[config.mk]
export PLATFORM = sky130hd
export DESIGN_NAME = serial_subtractor
export DESIGN_NICKNAME = d
export VERILOG_FILES = /design/src/rtl/serial_subtractor_pkg.sv /design/src/rtl/serial_subtractor_full_adder.sv /design/src/rtl/serial_subtractor.sv
export SDC_FILE = /design/constraint.sdc
export NUM_CORES = 1
export LEC_CHECK = 0
export BUFFER_PORTS_ARGS = -buffer_cell sky130_fd_sc_hd__buf_2
export CAP_MARGIN = 5
export CORE_MARGIN = 2
export CORE_UTILIZATION = 24
export CTS_BUF_LIST = sky130_fd_sc_hd__clkbuf_8
export CTS_CLUSTER_SIZE = 25
export DETAILED_ROUTE_END_ITERATION = 16
export SYNTH_ARGS = -nofsm -noshare
export SYNTH_HDL_FRONTEND = slang
export SYNTH_SLANG_ARGS = --single-unit
[constraint.sdc]
create_clock -name clk -period 1.8 [get_ports clk]
set_input_delay 0 -clock clk [delete_from_list [all_inputs] [get_ports clk]]
set_output_delay 0 -clock clk [all_outputs]
set_load 0.02 [all_outputs]
[src/rtl/serial_subtractor_pkg.sv]
// Shared definitions for the bit-serial subtractor: default width, FSM state
// type and the signed-overflow rule used when the result is published.
package serial_subtractor_pkg;

    // Default operand/result width.
    localparam int SUB_NBITS = 8;

    // Controller states.
    typedef enum logic [1:0] {
        ST_IDLE = 2'd0,
        ST_RUN  = 2'd1,
        ST_DONE = 2'd2
    } sub_state_e;

    // Signed overflow of a - b: operands of opposite sign and the result sign
    // differs from the minuend sign.
    function automatic logic sub_overflow(input logic a_msb,
                                          input logic b_msb,
                                          input logic s_msb);
        return (a_msb != b_msb) && (s_msb != a_msb);
    endfunction

endpackage

[src/rtl/serial_subtractor_full_adder.sv]
// One-bit full adder; the serial datapath reuses it once per bit-cycle.
module full_adder (
    input  logic a,
    input  logic b,
    input  logic cin,
    output logic s,
    output logic cout
);

    // Sum is the parity of the inputs, carry is their majority.
    always_comb begin
        s    = a ^ b ^ cin;
        cout = (a & b) | (a & cin) | (b & cin);
    end

endmodule

[src/rtl/serial_subtractor.sv]
// Bit-serial two's-complement subtractor. Computes A - B as A + ~B + 1, one
// bit per clock, LSB first, through a single full adder. Results and flags
// are published together with a one-cycle done pulse and held until the next.
module serial_subtractor
    import serial_subtractor_pkg::*;
#(
    parameter int NBITS = SUB_NBITS
) (
    input  logic                    clk,
    input  logic                    reset,
    input  logic                    start,
    input  logic signed [NBITS-1:0] A,
    input  logic signed [NBITS-1:0] B,
    output logic                    busy,
    output logic                    done,
    output logic signed [NBITS-1:0] S,
    output logic                    N,
    output logic                    Z,
    output logic                    P,
    output logic                    V
);

    // One extra bit so the counter can never wrap before the last bit.
    localparam int CW = $clog2(NBITS) + 1;
    localparam logic [CW-1:0] LAST_BIT = CW'(NBITS - 1);

    sub_state_e       state_q,  state_d;
    logic [NBITS-1:0] a_sh_q,   a_sh_d;
    logic [NBITS-1:0] b_sh_q,   b_sh_d;
    logic [NBITS-1:0] res_q,    res_d;
    logic [CW-1:0]    cnt_q,    cnt_d;
    logic             carry_q,  carry_d;
    logic             a_sign_q, a_sign_d;
    logic             b_sign_q, b_sign_d;
    logic [NBITS-1:0] s_q,      s_d;
    logic             n_q,      n_d;
    logic             z_q,      z_d;
    logic             p_q,      p_d;
    logic             v_q,      v_d;
    logic             done_q,   done_d;

    logic             b_inv;
    logic             fa_s;
    logic             fa_cout;

    // Subtrahend bit is inverted on its way into the adder; the +1 comes
    // from the carry being preset on start.
    assign b_inv = ~b_sh_q[0];

    full_adder u_fa (
        .a    (a_sh_q[0]),
        .b    (b_inv),
        .cin  (carry_q),
        .s    (fa_s),
        .cout (fa_cout)
    );

    // Next-state logic for the controller, shift datapath and result outputs.
    always_comb begin
        state_d  = state_q;
        a_sh_d   = a_sh_q;
        b_sh_d   = b_sh_q;
        res_d    = res_q;
        cnt_d    = cnt_q;
        carry_d  = carry_q;
        a_sign_d = a_sign_q;
        b_sign_d = b_sign_q;
        s_d      = s_q;
        n_d      = n_q;
        z_d      = z_q;
        p_d      = p_q;
        v_d      = v_q;
        done_d   = 1'b0;

        case (state_q)
            ST_IDLE: begin
                if (start) begin
                    a_sh_d   = A;
                    b_sh_d   = B;
                    res_d    = '0;
                    cnt_d    = '0;
                    carry_d  = 1'b1;
                    // Shift registers lose the sign bits, so keep copies
                    // for the overflow decision.
                    a_sign_d = A[NBITS-1];
                    b_sign_d = B[NBITS-1];
                    state_d  = ST_RUN;
                end
            end

            ST_RUN: begin
                a_sh_d  = a_sh_q >> 1;
                b_sh_d  = b_sh_q >> 1;
                carry_d = fa_cout;
                // Sum bits enter at the top; after NBITS shifts bit 0 of the
                // result has reached the bottom.
                res_d   = {fa_s, res_q[NBITS-1:1]};
                cnt_d   = cnt_q + 1'b1;
                if (cnt_q == LAST_BIT) begin
                    state_d = ST_DONE;
                end
            end

            ST_DONE: begin
                // Only here does the finished result reach the outputs, so
                // partial sums are never visible on S.
                s_d     = res_q;
                n_d     = res_q[NBITS-1];
                z_d     = (res_q == '0);
                p_d     = ~res_q[0];
                v_d     = sub_overflow(a_sign_q, b_sign_q, res_q[NBITS-1]);
                done_d  = 1'b1;
                state_d = ST_IDLE;
            end

            default: begin
                state_d = ST_IDLE;
            end
        endcase
    end

    // State registers with synchronous reset; reset aborts any operation.
    always_ff @(posedge clk) begin
        if (reset) begin
            state_q  <= ST_IDLE;
            a_sh_q   <= '0;
            b_sh_q   <= '0;
            res_q    <= '0;
            cnt_q    <= '0;
            carry_q  <= 1'b0;
            a_sign_q <= 1'b0;
            b_sign_q <= 1'b0;
            s_q      <= '0;
            n_q      <= 1'b0;
            z_q      <= 1'b1;
            p_q      <= 1'b1;
            v_q      <= 1'b0;
            done_q   <= 1'b0;
        end else begin
            state_q  <= state_d;
            a_sh_q   <= a_sh_d;
            b_sh_q   <= b_sh_d;
            res_q    <= res_d;
            cnt_q    <= cnt_d;
            carry_q  <= carry_d;
            a_sign_q <= a_sign_d;
            b_sign_q <= b_sign_d;
            s_q      <= s_d;
            n_q      <= n_d;
            z_q      <= z_d;
            p_q      <= p_d;
            v_q      <= v_d;
            done_q   <= done_d;
        end
    end

    assign busy = (state_q != ST_IDLE);
    assign done = done_q;
    assign S    = s_q;
    assign N    = n_q;
    assign Z    = z_q;
    assign P    = p_q;
    assign V    = v_q;

endmodule
==> flow_metrics.env, run 1 <==
export IMPL_outcome="completed"
export IMPL_postSynth_asyncResetShare_pct=0
export IMPL_grt_pass1_wl_um=6600
export IMPL_clockBufferDepth=2
export IMPL_crit_start="state_q[1]$_SDFFE_PP0P_"
export IMPL_netlist_area_sq_um=1900
export IMPL_peakVddDrop_v=0.000365
export IMPL_syn_area_per_cell_sq_um=8.86
export IMPL_cts_setup_buffers=0
export IMPL_finalCritPeriodShare_pct=82.9
export IMPL_cts_tree="built"
export IMPL_htree_num_levels=2
export IMPL_holdPathStages=4
export IMPL_rows=32
export IMPL_crit_end="S[5]$_SDFFE_PP0P_"
export IMPL_numPlacedInstances=339
export IMPL_die_area_sq_um=8660
export IMPL_fmax_mhz=670
export IMPL_period_needed_ps=1490
export IMPL_clkTransAtPathRegs_ps=80
export IMPL_reg2reg_to="S[5]$_SDFFE_PP0P_"
export IMPL_pre_cts_ws_ps=295
export IMPL_grt_overflow=0
export IMPL_netlist_area_leader_share_pct=47.3
export IMPL_finalHoldViolations=0
export IMPL_grt_pass1_vias=1404
export IMPL_core_sq_um=7690
export IMPL_holdCritPathClass="in -> reg"
export IMPL_p_per_area_nw_per_um2=857
export IMPL_power_mw=1.94
export IMPL_maxSlewHeadroom_pct=54.9
export IMPL_synth_seq_area_share_pct=47.3
export IMPL_stdcell_count=349
export IMPL_antenna_found_initial=0
export IMPL_die_h_um=93.1
export IMPL_cts_hold_buffers=2
export IMPL_setup_viol=0
export IMPL_die_w_um=93.1
export IMPL_via_per_inst=4.39
export IMPL_cts_root_buf="clkbuf_8"
export IMPL_synth_top_cell_by_area="dfxtp_1"
export IMPL_start_kind="flop"
export IMPL_finalSetupTns_ps=0
export IMPL_num_antenna_cells=0
export IMPL_drt_pass1_iter_count=4
export IMPL_wl_per_cell_um=11.4
export IMPL_postRouteAntennaNets=0
export IMPL_cp_end_kind="flop"
export IMPL_max_slew_worst_pin_slew_ps=675
export IMPL_rsz0062_at_grt="no"
export IMPL_synth_ff_type="dfxtp_1"
export IMPL_grt_max_degree=22
export IMPL_post_route_drc_count=0
export IMPL_hpwl_um=2790
export IMPL_rrSetupSlack_ps=310
export IMPL_numCtsBuffers=5
export IMPL_cts_resized=0
export IMPL_io_pins=33
export IMPL_finalClockSkew_ps=6.22
export IMPL_p_leak_nw=0.899
export IMPL_grt_usage_pct=9.36
export IMPL_synth_edf_count=0
export IMPL_synthCells=215
export IMPL_critical_path_class="reg -> reg"
export IMPL_r2r_cells=3
export IMPL_maxCapViolations=0
export IMPL_syn_nets=236
export IMPL_arrival_ps=1710
export IMPL_nets=267
export IMPL_place_congestion=0.724
export IMPL_vias=1531
export IMPL_ys_types=35
export IMPL_clk_latency_ps=290
export IMPL_ys_top_cells_by_area="dfxtp_1 (47%), a21oi_1 (6.3%), nand2b_1 (4.9%), nor2_1 (4.9%), nand2_1 (4.3%)"
export IMPL_ys_top_cells_by_count="dfxtp_1 (45), nor2_1 (25), a21oi_1 (24)"
export IMPL_routed_wl_um=3970
export IMPL_worst_ep_required_time_ps=2020
export IMPL_slew_violations=0
export IMPL_portBuffers=32
export IMPL_drive_gt1_share_pct=23.5
export IMPL_finalWorstSetupSlack_ps=308
export IMPL_ys_seq_elements=45
export IMPL_initial_core_util_pct=24.8
export IMPL_yosys_warnings=0
export IMPL_syn2layout_area_growth_pct=19.2
export IMPL_critPathMaxFanout=10
export IMPL_synth_most_common_cell="dfxtp_1"
export IMPL_r2r_start="state_q[1]$_SDFFE_PP0P_"
export IMPL_drtIter0Drc=101
export IMPL_cts_sinks=45
==> logic make-up after synthesis <==
logic type	after synthesis	share of synthesized area, %
multiplexers	3	1.64
AO/OA/AOI/OAI	43	14.7
adder cells (fa/ha/maj)	2	1.71
flip-flops	45	47.3
AND/OR/NAND/NOR	105	29.8
buffers and inverters	17	4.86
==> layout make-up <==
type	count	area, sq um
repair buffers	40	225
flip-flops and latches	45	901
inverters	1	3.75
clock buffers	7	96.3
fillers	845	5420
clock inverters	1	5.00
multi-input cells	153	911
well taps	102	128
==> state kept, by name, indices dropped and copies added (netlist names) <==
register / flops
carry_q: 1
done: 1
a_sh_q: 8
cnt_q: 4
S: 8
P: 1
a_sign_q: 1
Z: 1
state_q: 2
V: 1
b_sh_q: 8
res_q: 8
b_sign_q: 1
==> cells in the final DEF (no fill, tap or decap), types with 3 or more instances in the layout <==
master and instances:
dfxtp_1 45, buf_2 32, nor2_1 25, a21oi_1 24, nand2_1 22, nor3_1 15, nand2b_1 15, a22o_1 9
or3b_1 9, clkbuf_8 7, buf_4 6, or3b_2 5, nor4_1 3, nand3_1 3
==> power by group <==
part,switching [mW],internal (mW)
clock network,0.332,0.347
logic,0.105,0.0984
registers,0.0256,1.04
==> worst min-delay path by stage <==
stage / startpoint / endpoint / slack (ps)
finish: B[3] / b_sh_q[3]$_SDFFE_PP0P_ / 110
global route: B[4] / b_sh_q[4]$_SDFFE_PP0P_ / 130
CTS: A[4] / a_sh_q[4]$_SDFFE_PP0P_ / 110
detailed placement: B[7] / b_sh_q[7]$_SDFFE_PP0P_ / 280
global placement: B[7] / b_sh_q[7]$_SDFFE_PP0P_ / 260
floorplan: A[7] / a_sign_q$_SDFFE_PP0P_ / 150
==> metal layers <==
metal | global-route usage [%] | part of all wire (%) | wire, um
met1 | 13.0 | 52 | 2060
met2 | 14.1 | 43 | 1710
met3 | 2.50 | 3.6 | 142
met4 | 2.94 | 1.4 | 55
met5 | 0 | 0 | 0
==> per-stage QoR <==
| stage | util (%) | area (sq um) | hold slack, ps |
|---|---|---|---|
| global placement | 27.9 | 2150 | 262 |
| detailed placement | 27.9 | 2150 | 275 |
| floorplan | - | 1900 | 147 |
| CTS | 29.5 | 2270 | 114 |
| global route | 29.5 | 2270 | 133 |
| finish | 29.5 | 2270 | 112 |
==> worst max-delay path, cell delays in order (launching register included) <==
cell and delay [ps]:
dfxtp_1 530, nor2b_1 610, nand2_1 120, a21oi_1 160
No activity file was read; power rests on OpenSTA's default activity.
==> inputs of run 2 (changes only) <==
--- a/config.mk
+++ b/config.mk
@@ -5,6 +5,7 @@
 export SDC_FILE = /design/constraint.sdc
 export NUM_CORES = 1
 export LEC_CHECK = 0
+export ABC_AREA = 1
 export BUFFER_PORTS_ARGS = -buffer_cell sky130_fd_sc_hd__buf_2
 export CAP_MARGIN = 5
 export CORE_MARGIN = 2
==> constraint.sdc (replaced) <==
create_clock -name clk -period 1.4 [get_ports clk]
set_input_delay 0 -clock clk [delete_from_list [all_inputs] [get_ports clk]]
set_output_delay 0 -clock clk [all_outputs]
set_load 0.02 [all_outputs]
==> run 2 against run 1 <==
Against the previous run:
- sequential cell count unchanged
- die area decreased by 1.0%
- sequential share of layout area decreased by 0.087 points
- synthesized cell count increased by 26%
- global-route usage increased by 0.36 points
- cell area increased by 0.22%
- via count increased by 8.2%
- highest routed layer unchanged
==> flow_metrics.env, run 2 <==
export IMPL_fin_util_pct=29.7
export IMPL_syn2layout_area_growth_pct=20.7
export IMPL_design_area_sq_um=2270
export IMPL_postRouteAntennaNets=0
export IMPL_rows=32
export IMPL_p_per_area_nw_per_um2=1050
export IMPL_peakVddDrop_v=0.000300
export IMPL_ys_types=19
export IMPL_nets=326
export IMPL_max_slew_worst_pin_slew_ps=416
export IMPL_wl_met2_um=1870
export IMPL_initial_core_util_pct=24.6
export IMPL_cts_sinks=45
export IMPL_pre_cts_ws_ps=150
export IMPL_netlist_area_leader_share_pct=47.8
export IMPL_ys_top_cells_by_area="dfxtp_1 (48%), nand2_1 (16%), nor2_1 (9.0%), inv_1 (5.2%), a21oi_1 (5.0%)"
export IMPL_clockBufferDepth=2
export IMPL_place_area_sq_um=2180
export IMPL_synth_ff_type="dfxtp_1"
export IMPL_cts_root_buf="clkbuf_8"
export IMPL_critPathMaxFanout=21
export IMPL_arrival_ps=1480
export IMPL_finalCritPeriodShare_pct=89.7
export IMPL_drt_pass1_iter_count=4
export IMPL_stdcell_count=408
export IMPL_cts_setup_buffers=0
export IMPL_synth_top_cell_by_area="dfxtp_1"
export IMPL_met1Wirelength_um=1960
export IMPL_holdPathEnd="b_sign_q$_SDFFE_PP0P_"
export IMPL_portBuffers=32
export IMPL_cp_end_kind="flop"
export IMPL_hpwl_um=2850
export IMPL_syn_nets=292
export IMPL_synthCells=271
export IMPL_finalWorstSetupSlack_ps=144
export IMPL_postSynth_asyncResetShare_pct=0
export IMPL_r2r_start="state_q[0]$_SDFFE_PP0P_"
export IMPL_numCtsBuffers=5
export IMPL_final_cell_mix="nand2_1 (78), dfxtp_1 (45), nor2_1 (45)"
export IMPL_drive_gt1_share_pct=16.7
export IMPL_place_congestion=0.741
export IMPL_reg2reg_to="res_q[7]$_SDFFE_PP0P_"
export IMPL_grt_max_degree=32
export IMPL_holdCritPathClass="in -> reg"
export IMPL_drtIter0Drc=73
export IMPL_fmax_mhz=796
export IMPL_r2r_cells=4
export IMPL_wl_per_cell_um=10.0
export IMPL_synth_edf_count=0
export IMPL_syn_area_per_cell_sq_um=6.95
export IMPL_grt_pass1_wl_um=6710
export IMPL_cts_hold_buffers=1
export IMPL_yosys_warnings=0
export IMPL_cts_resized=0
export IMPL_final_common_cell="nand2_1"
export IMPL_io_pins=33
export IMPL_post_route_drc_count=0
export IMPL_start_kind="flop"
export IMPL_crit_slowest_cell="o21ai_2"
export IMPL_setup_viol=0
export IMPL_finalClockSkew_ps=8.98
export IMPL_clk_latency_ps=300
export IMPL_finalSetupTns_ps=0
export IMPL_numPlacedInstances=399
export IMPL_via_per_inst=4.06
export IMPL_period_needed_ps=1260
export IMPL_cts_tree="built"
export IMPL_critical_path_class="reg -> reg"
export IMPL_maxCapViolations=0
export IMPL_finalHoldViolations=0
export IMPL_cp_cell_sequence="o21ai_2 > buf_12 > nand2_1 > a21oi_1"
export IMPL_grt_pass1_vias=1494
export IMPL_path_buf_inv=1
export IMPL_antenna_found_initial=0
export IMPL_num_antenna_cells=0
export IMPL_clkTransAtPathRegs_ps=90
export IMPL_die_h_um=92.6
export IMPL_grt_usage_pct=9.73
export IMPL_die_w_um=92.6
export IMPL_rsz0062_at_grt="no"
export IMPL_rrSetupSlack_ps=140
export IMPL_synth_seq_area_share_pct=47.8
export IMPL_maxSlewHeadroom_pct=72.3
export IMPL_netlist_area_sq_um=1880
export IMPL_ys_seq_elements=45
export IMPL_worst_ep_required_time_ps=1620
export IMPL_holdPathStages=3
export IMPL_min_from="B[7]"
export IMPL_synth_most_common_cell="nand2_1"
export IMPL_outcome="completed"
export IMPL_num_fill_cells=829
export IMPL_grt_overflow=0
export IMPL_highest_layer="met4"
export IMPL_p_leak_nw=1.11
export IMPL_max_stage_delay_ps=390
export IMPL_die_area_sq_um=8580
export IMPL_ys_top_cells_by_count="nand2_1 (78), dfxtp_1 (45), nor2_1 (45)"
export IMPL_htree_num_levels=2
export IMPL_core_sq_um=7650
export IMPL_routed_wl_um=4090
export IMPL_vias=1656
export IMPL_path_delay_family="compound AO/OA/AOI/OAI gates"
export IMPL_slew_violations=0
export IMPL_route_met3_wl_um=185
-- run 2: changes by cell type after synthesis, moves of 5 or more --
cell / delta
or3b_1: -9
inv_1: +25
nand2b_1: -15
nor3_1: -12
or3b_2: -5
nand2_1: +56
o21ai_0: +14
a21oi_1: -5
a22o_1: -9
nor2_1: +20
nand3_1: +16
-- run 2: cells by family after synthesis --
family | share of synthesized area (%)
compound gates | 9.23
fa+ha+maj | 1.73
buf+inv | 9.23
flops | 47.8
simple gates | 32.0
-- run 2: cell type report --
cell class | count | area [sq um] | share of cell area (%)
Clock buffer | 5 | 68.8 | 3.03
Timing Repair Buffer | 40 | 248 | 10.9
Multi-Input combinational cell | 185 | 810 | 35.6
Inverter | 28 | 105 | 4.62
Clock inverter | 3 | 15.0 | 0.660
Sequential cell | 45 | 901 | 39.6
Tap cell | 102 | 128 | 5.61
-- run 2: worst max-delay path by stage --
stage               cells past startpoint  slack (ps)                      to               startpoint
floorplan                               6         270          P$_SDFFE_PP1P_  state_q[1]$_SDFFE_PP0P_
global placement                        6         200          Z$_SDFFE_PP1P_  state_q[1]$_SDFFE_PP0P_
detailed placement                      6         150  a_sh_q[5]$_SDFFE_PP0P_  state_q[0]$_SDFFE_PP0P_
CTS                                     6         120  a_sh_q[5]$_SDFFE_PP0P_  state_q[0]$_SDFFE_PP0P_
global route                            4          50   res_q[7]$_SDFFE_PP0P_  state_q[0]$_SDFFE_PP0P_
finish                                  4         140   res_q[7]$_SDFFE_PP0P_  state_q[0]$_SDFFE_PP0P_
-- run 2: worst register-to-register path, delay by kind of cell, from the launching register on --
family / cells / cell delay [ps]
compound gates: 2 / 540
buf+inv: 1 / 210
flops: 1 / 370
simple gates: 1 / 60
-- run 2: routing by layer --
layer	vias to the layer above	global-route usage (%)
met1	723	11.7
met3	5	2.60
met4	0	4.10
li1	905	-
met2	23	16.3
met5	-	0
-- run 2: per-stage QoR --
stage                     power, mW  hold WS (ps)
final                          2.39          19.4
after detailed placement       1.64           313
after global routing           2.51          5.29
after CTS                      2.42          6.00
after floorplan                1.55           160
after global placement         1.64           303
-- run 2: power breakdown --
part	switching (mW)	internal, mW	total (mW)
clock network	0.436	0.339	0.776
logic	0.153	0.104	0.257
registers	0.0319	1.32	1.35
total	0.621	1.77	2.39
